--- config.mk ---
export PLATFORM = sky130hd
export DESIGN_NAME = uart_rx_frame
export DESIGN_NICKNAME = d
export VERILOG_FILES = /design/src/rtl/uart_rx_frame.sv
export SDC_FILE = /design/constraint.sdc
export NUM_CORES = 1
export LEC_CHECK = 0
export CORE_MARGIN = 4
export CORE_UTILIZATION = 30
export DETAILED_ROUTE_END_ITERATION = 8
export GPL_TIMING_DRIVEN = 0
export SYNTH_ARGS = -nofsm -noshare
export SYNTH_HDL_FRONTEND = slang
export SYNTH_SLANG_ARGS = --single-unit
--- constraint.sdc ---
create_clock -name clk -period 2.7 [get_ports clk]
set_input_delay 0.54 -clock clk [delete_from_list [all_inputs] [get_ports clk]]
set_output_delay 0.54 -clock clk [all_outputs]
set_load 0.05 [all_outputs]
--- src/rtl/uart_rx_frame.sv ---
`default_nettype none
// +------------------------------------------------------------------+
// | uart_rx_frame : parametrised UART receiver with 3-sample voting, |
// | parity/framing/break detection and a valid/ready output register.|
// | Revision 1.0                                                     |
// +------------------------------------------------------------------+
module uart_rx_frame #(
  parameter int CLKS_PER_BIT = 16,
  parameter int DATA_BITS    = 8,
  parameter int PARITY       = 0,
  parameter int STOP_BITS    = 1
) (
  input  logic                 clk,
  input  logic                 reset,
  input  logic                 serial_i,
  input  logic                 ready_i,
  output logic [DATA_BITS-1:0] data_o,
  output logic                 valid_o,
  output logic                 parity_err_o,
  output logic                 frame_err_o,
  output logic                 break_o,
  output logic                 overrun_o,
  output logic                 busy_o
);

  localparam int TW  = $clog2(CLKS_PER_BIT);
  localparam int MID = CLKS_PER_BIT / 2;

  localparam logic [TW-1:0] C_T_LAST   = TW'(CLKS_PER_BIT - 1);
  localparam logic [TW-1:0] C_T_MID_M1 = TW'(MID - 1);
  localparam logic [TW-1:0] C_T_MID    = TW'(MID);
  localparam logic [TW-1:0] C_T_MID_P1 = TW'(MID + 1);
  localparam logic [3:0]    C_BIT_LAST = 4'(DATA_BITS - 1);
  localparam logic          C_STOP_LAST = 1'(STOP_BITS - 1);

  localparam logic [2:0] C_IDLE      = 3'd0;
  localparam logic [2:0] C_START     = 3'd1;
  localparam logic [2:0] C_DATA      = 3'd2;
  localparam logic [2:0] C_PARITY    = 3'd3;
  localparam logic [2:0] C_STOP      = 3'd4;
  localparam logic [2:0] C_WAIT_HIGH = 3'd5;

  logic                 sync1_q, rx_s_q;
  logic                 s0_q, s1_q;
  logic [2:0]           state_q, state_d;
  logic [TW-1:0]        timer_q, timer_d;
  logic [3:0]           bit_idx_q, bit_idx_d;
  logic                 stop_idx_q, stop_idx_d;
  logic [DATA_BITS-1:0] shift_q, shift_d;
  logic                 par_q, par_d;
  logic                 fe_q, fe_d;

  logic w_last, w_vote, w_maj;
  logic w_done, w_fe_final, w_pe, w_brk, w_par_x;
  logic w_xfer, w_load;

  assign w_last = (timer_q == C_T_LAST);
  assign w_vote = (timer_q == C_T_MID_P1);
  assign w_maj  = (s0_q & s1_q) | (s0_q & rx_s_q) | (s1_q & rx_s_q);

  // State register, input synchroniser and vote sample holders
  always_ff @(posedge clk) begin
    if (reset) begin
      sync1_q    <= 1'b1;
      rx_s_q     <= 1'b1;
      s0_q       <= 1'b1;
      s1_q       <= 1'b1;
      state_q    <= C_IDLE;
      timer_q    <= '0;
      bit_idx_q  <= '0;
      stop_idx_q <= 1'b0;
      shift_q    <= '0;
      par_q      <= 1'b0;
      fe_q       <= 1'b0;
    end else begin
      sync1_q    <= serial_i;
      rx_s_q     <= sync1_q;
      if (timer_q == C_T_MID_M1) s0_q <= rx_s_q;
      if (timer_q == C_T_MID)    s1_q <= rx_s_q;
      state_q    <= state_d;
      timer_q    <= timer_d;
      bit_idx_q  <= bit_idx_d;
      stop_idx_q <= stop_idx_d;
      shift_q    <= shift_d;
      par_q      <= par_d;
      fe_q       <= fe_d;
    end
  end

  // Next-state logic
  always_comb begin
    state_d    = state_q;
    timer_d    = w_last ? '0 : timer_q + 1'b1;
    bit_idx_d  = bit_idx_q;
    stop_idx_d = stop_idx_q;
    shift_d    = shift_q;
    par_d      = par_q;
    fe_d       = fe_q;
    case (state_q)
      C_IDLE: begin
        timer_d    = '0;
        bit_idx_d  = '0;
        stop_idx_d = 1'b0;
        fe_d       = 1'b0;
        par_d      = 1'b0;
        if (!rx_s_q) state_d = C_START;
      end
      C_START: begin
        if (w_vote && w_maj) state_d = C_IDLE;
        else if (w_last) begin
          state_d   = C_DATA;
          bit_idx_d = '0;
        end
      end
      C_DATA: begin
        for (int i = 0; i < DATA_BITS; i++)
          if (w_vote && bit_idx_q == 4'(i)) shift_d[i] = w_maj;
        if (w_last) begin
          if (bit_idx_q == C_BIT_LAST) state_d = (PARITY != 0) ? C_PARITY : C_STOP;
          else bit_idx_d = bit_idx_q + 4'd1;
        end
      end
      C_PARITY: begin
        if (w_vote) par_d = w_maj;
        if (w_last) state_d = C_STOP;
      end
      C_STOP: begin
        if (w_vote && !w_maj) fe_d = 1'b1;
        // The final stop bit ends the frame mid-bit so the next start edge is not missed
        if (stop_idx_q == C_STOP_LAST) begin
          if (w_vote) state_d = w_fe_final ? C_WAIT_HIGH : C_IDLE;
        end else if (w_last) begin
          stop_idx_d = stop_idx_q + 1'b1;
        end
      end
      C_WAIT_HIGH: begin
        timer_d = '0;
        if (rx_s_q) state_d = C_IDLE;
      end
      default: state_d = C_IDLE;
    endcase
  end

  // Output logic: frame completion and status flags
  always_comb begin
    w_done     = (state_q == C_STOP) && (stop_idx_q == C_STOP_LAST) && w_vote;
    w_fe_final = fe_q | ~w_maj;
    w_par_x    = (^shift_q) ^ par_q;
    if (PARITY == 1)      w_pe = ~w_par_x;
    else if (PARITY == 2) w_pe = w_par_x;
    else                  w_pe = 1'b0;
    w_brk  = w_fe_final & ~(|shift_q) & ((PARITY == 0) | ~par_q);
    w_xfer = valid_o & ready_i;
    w_load = w_done & (~valid_o | w_xfer);
  end

  always_ff @(posedge clk) begin
    if (reset) begin
      data_o       <= '0;
      valid_o      <= 1'b0;
      parity_err_o <= 1'b0;
      frame_err_o  <= 1'b0;
      break_o      <= 1'b0;
      overrun_o    <= 1'b0;
      busy_o       <= 1'b0;
    end else begin
      overrun_o <= w_done & ~w_load;
      busy_o    <= (state_q != C_IDLE);
      if (w_load) begin
        data_o       <= shift_q;
        parity_err_o <= w_pe;
        frame_err_o  <= w_fe_final;
        break_o      <= w_brk;
        valid_o      <= 1'b1;
      end else if (w_xfer) begin
        valid_o <= 1'b0;
      end
    end
  end

endmodule
`default_nettype wire

After elaboration in Yosys (flattened, before gate mapping)
Index checks and enable logic that the tools add are counted.
W data, S select, Z words.
- input port bits: 4
- logic and storage cells: 125
- register bits: 38
- output and inout port bits: 14
- add/subtract/negate cells: 3
- equal/unequal tests: 28
- mux-type cells: 23
- reductions and logical operators: 32
- bitwise gates (word level): 16
- operators by type and width (kind ; count):
    $mux W3 ; 10
    $ne A2 B2 Y1 const B ; 11
    $eq A4 B3 Y1 const B ; 5
    $pmux W3 S6 ; 1
    $reduce_and A2 Y1 ; 9
    $mux W4 ; 4
    $eq A4 B4 Y1 const B ; 3
    $logic_and A1 B1 Y1 ; 12
    $pmux W4 S3 ; 1
    $add A4 B1 Y4 const B ; 2
    $eq A4 B2 Y1 const B ; 2
    $reduce_and A8 Y1 ; 1
    $reduce_or A8 Y1 ; 1
    $and A1 B1 Y1 ; 7
    $eq A3 B2 Y1 const B ; 2
    $eq A3 B3 Y1 const B ; 2
    $reduce_bool A3 Y1 ; 2
    $mux W1 ; 5
    $not A1 Y1 ; 5
    $reduce_and A5 Y1 ; 1
    $eq A4 B1 Y1 const B ; 1
    $logic_not A4 Y1 ; 1
    $or A1 B1 Y1 ; 4
    $pmux W1 S2 ; 2
    7 further kinds ; 8

Longest topological paths before layout
Gate-level depths: netlist of the first run.
- depth in word-level cells: 9
- depth in mapped cells: 8
- depth with buffers taken out: 6

Worst setup path after synthesis of the first run
Ideal clock, no wire load.
- kind: register to register
- start point: register timer_q[0]
- end point: register bit_idx_q[1]
- cell stages (with the launch flop): 6
- library setup time: 121 ps
- path slack: 1107 ps
- arrival: 1472 ps
- period minus slack after synthesis: 1593 ps
- required time: 2579 ps
- buffers on the path: 0
- cells stage by stage: dfxtp_1 -> ha_1 -> nand3_1 -> o21ai_0 -> and3_1 -> mux2_2
- word-level cells in the longest chain between the ends: 4
- elaborated cells on any way between the ends: 7
- classes of those cells: eq/ne: 5; reduce/logical: 2
- RTL lines (what ; line ; source):
    start: declaration ; 46 ; logic [TW-1:0] timer_q, timer_d;
    start signal: assignment ; 81 ; timer_q <= timer_d;
    $eq A4 B4 Y1 ; 58 ; assign w_vote = (timer_q == C_T_MID_P1);
    $logic_and A1 B1 Y1 ; 109 ; if (w_vote && w_maj) state_d = C_IDLE;
    $ne A2 B2 Y1 (no source line) ; - ;
    $reduce_and A5 Y1 (no source line) * ; - ;
    end signal: assignment ; 82 ; bit_idx_q <= bit_idx_d;
    end: declaration ; 47 ; logic [3:0] bit_idx_q, bit_idx_d;
Every way passes the cells marked *; elsewhere a longest branch is shown, timed or not.
A chain may end at the register's enable or synchronous reset.

Final worst setup path of the first run
- start point: register data_o[1]
- end point: output port data_o[1]
- RTL lines (what ; line ; source):
    start: declaration ; 17 ; output logic [DATA_BITS-1:0] data_o,
    start signal: assignment ; 170 ; data_o <= shift_q;
No word-level cell between the ends.

==> flow_metrics.env, run 1 <==
export IMPL_yosys_area_top_type="dfxtp_1"
export IMPL_ios=18
export IMPL_rr_worst_depth=5
export IMPL_maxSlewHeadroom_pct=66.5
export IMPL_met2_usage_pct=16.8
export IMPL_synth_most_common_cell="dfxtp_1"
export IMPL_antenna_cells=0
export IMPL_cp_slowest_cell="clkdlybuf4s50_1"
export IMPL_wl_per_cell_microns=12.5
export IMPL_synth_edf_count=0
export IMPL_grt_pass1_vias=1409
export IMPL_cp_top_family="buffers and inverters"
export IMPL_syn_avg_cell_area_sq_um=9.23
export IMPL_rsz0062_at_grt="false"
export IMPL_power_density_nw_per_um2=643
export IMPL_grt_use_met1_pct=13.7
export IMPL_clockBufferDepth=2
export IMPL_routabilityCongestion=0.824
export IMPL_clk_pin_slew_ns=0.08
export IMPL_root_buffer="clkbuf_8"
export IMPL_p_leak_nw=0.926
export IMPL_area_growth_pct=21.0
export IMPL_track_usage_pct=10.8
export IMPL_drt_first_iter_violations=47
export IMPL_synth_compound_area_share_pct=10.4
export IMPL_cts_setup_buffers=0
export IMPL_ys_seq_elements=38
export IMPL_criticalPathCategory="reg2out"
export IMPL_place_ws_ns=0.822
export IMPL_worst_path_buf_inv=1
export IMPL_min_period_over_period_pct=74.0
export IMPL_routed_wl_microns=3620
export IMPL_ir_worst_vdd_v=0.000340
export IMPL_fp_dieW_microns=85.5
export IMPL_synth_top_cell_area_share_pct=42.3
export IMPL_timing_fmax_mhz=501
export IMPL_drive_above_1_share_pct=11.0
export IMPL_whs_path_depth=1
export IMPL_drtAntennaViolNets=0
export IMPL_synthTopCellsByArea="dfxtp_1 42%, mux2i_1 10%, nor2_1 7.3%"
export IMPL_worstPathMaxFanout=2
export IMPL_synth_ff_type="dfxtp_1"
export IMPL_synth_seq_area_share_pct=42.3
export IMPL_r2r_end="bit_idx_q[1]"
export IMPL_insertion_delay_ns=0.30
export IMPL_start_util_pct=31.7
export IMPL_antenna_found_initial=0
export IMPL_synthXorXnorAreaFrac_pct=1.46
export IMPL_cp_data_required_time_ns=2.16
export IMPL_fillers=606
export IMPL_cp_end_kind="output port"
export IMPL_hold_class="reg2reg"
export IMPL_setup_viol=0
export IMPL_syn_nets=206
export IMPL_grt_overflow=0
export IMPL_status="complete, no violations"
export IMPL_grt_max_degree=14
export IMPL_die_y_microns=85.5
export IMPL_fin_skew_ns=0.00757
export IMPL_setup_tns_ns=0
export IMPL_synth_area_sq_um=1800
export IMPL_vias_per_cell=4.99
export IMPL_finalHoldViolations=0
export IMPL_maxCapViolCount=0
export IMPL_cts_sinks=38
export IMPL_synth_top_family_by_area="simple AND/OR/NAND/NOR gates"
export IMPL_synth_simple_area_share_pct=22.9
export IMPL_cts_hold_buf=0
export IMPL_grt_use_met3_pct=3.01
export IMPL_htreeDepth=2
export IMPL_hold_end="rx_s_q"
export IMPL_async_reset_ff_share_pct=0
export IMPL_via_count=1446
export IMPL_yosysUniqueCellTypes=47
export IMPL_dp_hpwl_microns=2620
export IMPL_syn_inst=195
export IMPL_worst_slew_pin_slew_ns=0.501
export IMPL_r2r_slack_ns=0.81
export IMPL_core_area_sq_um=5680
export IMPL_period_minus_slack_ns=2.00
export IMPL_slew_violations=0
export IMPL_port_buffers=15
export IMPL_die_area_sq_um=7310
export IMPL_min_from="sync1_q"
export IMPL_drt_first_pass_iters=4
export IMPL_setup_worst_path_start_class="flop"
export IMPL_row_count=27
export IMPL_cts_tree="built"
export IMPL_r2r_start="timer_q[0]"
export IMPL_crit_path_cell_trace="clkdlybuf4s50_1"
export IMPL_busiest_layer="met2"
export IMPL_cts_resized=0
export IMPL_max_stage_delay_ns=0.81
export IMPL_synth_common_cells="38 x dfxtp_1, 35 x nor2_1, 18 x mux2i_1"
export IMPL_yosysWarnings=0
export IMPL_cp_arrival_ns=1.46
export IMPL_yosys_area_share_adder_pct=5.49
export IMPL_grt_pass1_wl_microns=6340
export IMPL_nNetsFinal=228
export IMPL_drc=0
export IMPL_cts_buffers=5
export IMPL_synthMuxAreaShare_pct=10.6
export IMPL_timing_final_ws_setup_ns=0.702
worst register-to-register path, cell delays in order, from the launching register on:
cell	delay (ns)
dfxtp_1	0.40
ha_1	0.26
nand3_1	0.26
o21ai_0	0.24
and3_1	0.28
mux2_2	0.35
layer usage:
layer	part of all wire (%)	wire length (microns)
met1	48	1730
met5	0	0
met2	46	1650
met4	2.2	80
met3	4.5	164
through the flow:
step	instance area [sq um]	power (mW)	hold WS [ns]	cells	util, %
finish	2180	1.40	0.414	290	38.4
global route	2180	1.47	0.433	290	38.4
CTS	2180	1.41	0.417	290	38.4
detailed placement	2040	0.828	0.398	282	36.0
global placement	2040	0.829	0.391	282	36.0
floorplan	1800	0.779	0.389	195	-
registers in the layout, summed over array words and instances, names as in the netlist, 3 cells and up:
register,count
shift_q,8
state_q,3
bit_idx_q,4
timer_q,4
data_o,8
final cells by class:
cell class                 count  area, sq um  area share (%)
timing repair buffer          15          150            6.89
clock inverter                 3         68.8            3.16
tap                           72         90.1            4.14
multi-input combinational    134          920            42.2
inverter                       8         30.0            1.38
clock buffer                   5         68.8            3.16
buffer                        15         90.1            4.14
sequential                    38          761            34.9
worst max path at each step:
stage | start | to | slack (ns) | cells after the start
floorplan | timer_q[0] | bit_idx_q[1] | 1.11 | 5
global placement | ready_i | data_o[3] | 0.85 | 6
detailed placement | timer_q[0] | bit_idx_q[1] | 0.82 | 5
CTS | data_o[1] | data_o[1] | 0.69 | 1
global route | data_o[1] | data_o[1] | 0.66 | 1
finish | data_o[1] | data_o[1] | 0.70 | 1
where the power goes:
part | switching (mW) | internal [mW] | total (mW)
Sequential | 0.0152 | 0.581 | 0.596
Combinational | 0.137 | 0.0835 | 0.220
Clock | 0.214 | 0.370 | 0.584
Total | 0.366 | 1.03 | 1.40
layout by cell type (no fill, tap or decap), types with 5 or more instances in the layout:
master	n
clkbuf_8	5
dfxtp_1	38
nor2_1	35
clkbuf_1	6
inv_1	8
clkdlybuf4s50_1	15
nand2b_1	5
nand4_1	5
nand4b_1	5
ha_1	7
mux2i_1	18
kinds of logic after synthesis:
family                   after synthesis
adder cells (fa/ha/maj)                8
XOR/XNOR                               3
other                                  1
flip-flops                            38
AO/OA/AOI/OAI                         26
buffers and inverters                 23
multiplexers                          19
AND/OR/NAND/NOR                       77
Note: power is estimated with default switching activity, not from simulation.
==> run 2, diff against run 1 <==
==> constraint.sdc (replaced) <==
create_clock -name clk -period 2 [get_ports clk]
set_input_delay 0.4 -clock clk [delete_from_list [all_inputs] [get_ports clk]]
set_output_delay 0.4 -clock clk [all_outputs]
set_load 0.05 [all_outputs]
==> run 2 against run 1 <==
Against the previous run:
- sequential share of layout area down 0.080 points
- core utilization is 0.088 points higher
- largest cell class unchanged
- flip-flop and latch count stayed put
- wire length is essentially flat
- worst setup slack got worse by 0.56 ns
- clock skew about the same
- final cell count unchanged
- clock-buffer cell count is the same
- critical path depth unchanged
==> flow_metrics.env, run 2 (same netlist as run 1, synthesis figures left out) <==
export IMPL_track_usage_pct=10.8
export IMPL_clockBufferDepth=2
export IMPL_die_y_microns=85.5
export IMPL_setup_tns_ns=0
export IMPL_antenna_found_initial=0
export IMPL_drt_first_pass_iters=4
export IMPL_timing_final_ws_setup_ns=0.142
export IMPL_cts_buffers=5
export IMPL_maxCapViolCount=0
export IMPL_root_buffer="clkbuf_8"
export IMPL_drive_above_1_share_pct=11.5
export IMPL_power_density_nw_per_um2=866
export IMPL_cp_top_family="buffers and inverters"
export IMPL_totalPowerFinal_mw=1.89
export IMPL_grt_max_degree=14
export IMPL_place_ws_ns=0.122
export IMPL_start_util_pct=31.7
export IMPL_switching_share_pct=26.1
export IMPL_period_minus_slack_ns=1.86
export IMPL_antenna_cells=0
export IMPL_fin_skew_ns=0.00752
export IMPL_mostFrequentLayoutCell="dfxtp_1"
export IMPL_grt_overflow=0
export IMPL_wl_per_cell_microns=12.5
export IMPL_via_count=1446
export IMPL_cts_sinks=38
export IMPL_worstPathMaxFanout=2
export IMPL_fp_dieW_microns=85.5
export IMPL_cp_arrival_ns=1.46
export IMPL_fillers=603
export IMPL_port_buffers=15
export IMPL_finalInstanceArea_sq_um=2180
export IMPL_nNetsFinal=228
export IMPL_cts_hold_buf=0
export IMPL_grt_pass1_vias=1409
export IMPL_insertion_delay_ns=0.30
export IMPL_status="complete, no violations"
export IMPL_hold_class="reg2reg"
export IMPL_row_count=27
export IMPL_core_area_sq_um=5680
export IMPL_clk_pin_slew_ns=0.08
export IMPL_seq_power_share_pct=42.6
export IMPL_cp_slowest_cell="clkdlybuf4s50_1"
export IMPL_ir_worst_vdd_v=0.000458
export IMPL_pwr_share_comb_pct=15.7
export IMPL_max_stage_delay_ns=0.81
export IMPL_routabilityCongestion=0.824
export IMPL_grt_pass1_wl_microns=6340
export IMPL_reg_top3="data_o: 8 flops, shift_q: 8 flops"
export IMPL_min_period_over_period_pct=92.9
export IMPL_crit_path_cell_trace="clkdlybuf4s50_1"
export IMPL_htreeDepth=2
export IMPL_p_sw_mw=0.494
export IMPL_drtAntennaViolNets=0
export IMPL_dp_hpwl_microns=2620
export IMPL_setup_viol=0
export IMPL_area_growth_pct=21.3
export IMPL_criticalPathCategory="reg2out"
export IMPL_timing_fmax_mhz=538
export IMPL_maxSlewHeadroom_pct=66.5
export IMPL_slew_violations=0
export IMPL_p_leak_nw=0.926
export IMPL_routed_wl_microns=3620
export IMPL_die_area_sq_um=7310
export IMPL_power_frac_clock_pct=41.7
export IMPL_drt_first_iter_violations=43
export IMPL_placed_area_sq_um=2040
export IMPL_ios=18
export IMPL_finalHoldViolations=0
export IMPL_drc=0
export IMPL_rsz0062_at_grt="false"
export IMPL_holdWs_ns=0.414
export IMPL_p_int_mw=1.40
export IMPL_cp_data_required_time_ns=1.60
export IMPL_setup_worst_path_start_class="flop"
export IMPL_cts_tree="built"
export IMPL_worst_slew_pin_slew_ns=0.501
export IMPL_worst_path_buf_inv=1
export IMPL_layout_common_cells="38 x dfxtp_1, 35 x nor2_1, 18 x mux2i_1, 15 x clkdlybuf4s50_1, 8 x inv_1"
export IMPL_cp_end_kind="output port"
export IMPL_cts_resized=0
export IMPL_cts_setup_buffers=0
export IMPL_vias_per_cell=4.99
[run 2: cell counts in the layout (fill, tap and decap cells not counted)]
No cell type changed its count.
[run 2: worst paths after layout]
check	from	endpoint	slack, ns	cells after the start
min	sync1_q	rx_s_q	0.41	1
max	data_o[1]	data_o[1]	0.14	1
max reg2reg	timer_q[0]	bit_idx_q[1]	0.20	5
min reg2reg	sync1_q	rx_s_q	0.41	1
[run 2: area by class of cell]
class / instances / area (sq um) / share of cell area (%)
clock buffers: 5 / 68.8 / 3.15
clock inverters: 3 / 68.8 / 3.15
multi-input cells: 134 / 925 / 42.3
plain buffers: 15 / 90.1 / 4.13
inverters: 8 / 30.0 / 1.38
flip-flops and latches: 38 / 761 / 34.8
well taps: 72 / 90.1 / 4.13
repair buffers: 15 / 150 / 6.88
[run 2: stage by stage]
step                      utilization (%)  std cells
after floorplan                         -        195
after global placement               36.0        282
after detailed placement             36.0        282
after CTS                            38.4        290
after global routing                 38.5        290
final                                38.5        290
[run 2: metal layers]
metal	GRT usage, %	wire [microns]	vias up
met1	13.7	1730	686
met4	5.18	80	0
met2	16.8	1650	31
li1	-	-	719
met5	0	0	-
met3	3.01	164	10
[run 2: power by group through the flow]
stage          Sequential [mW]  Combinational [mW]  Clock (mW)
6_report                 0.805               0.298       0.789
5_1_grt                  0.810               0.330       0.839
4_1_cts                  0.805               0.297       0.805
3_5_place_dp             0.823               0.295           0
3_3_place_gp             0.823               0.297           0
2_1_floorplan            0.839               0.213           0
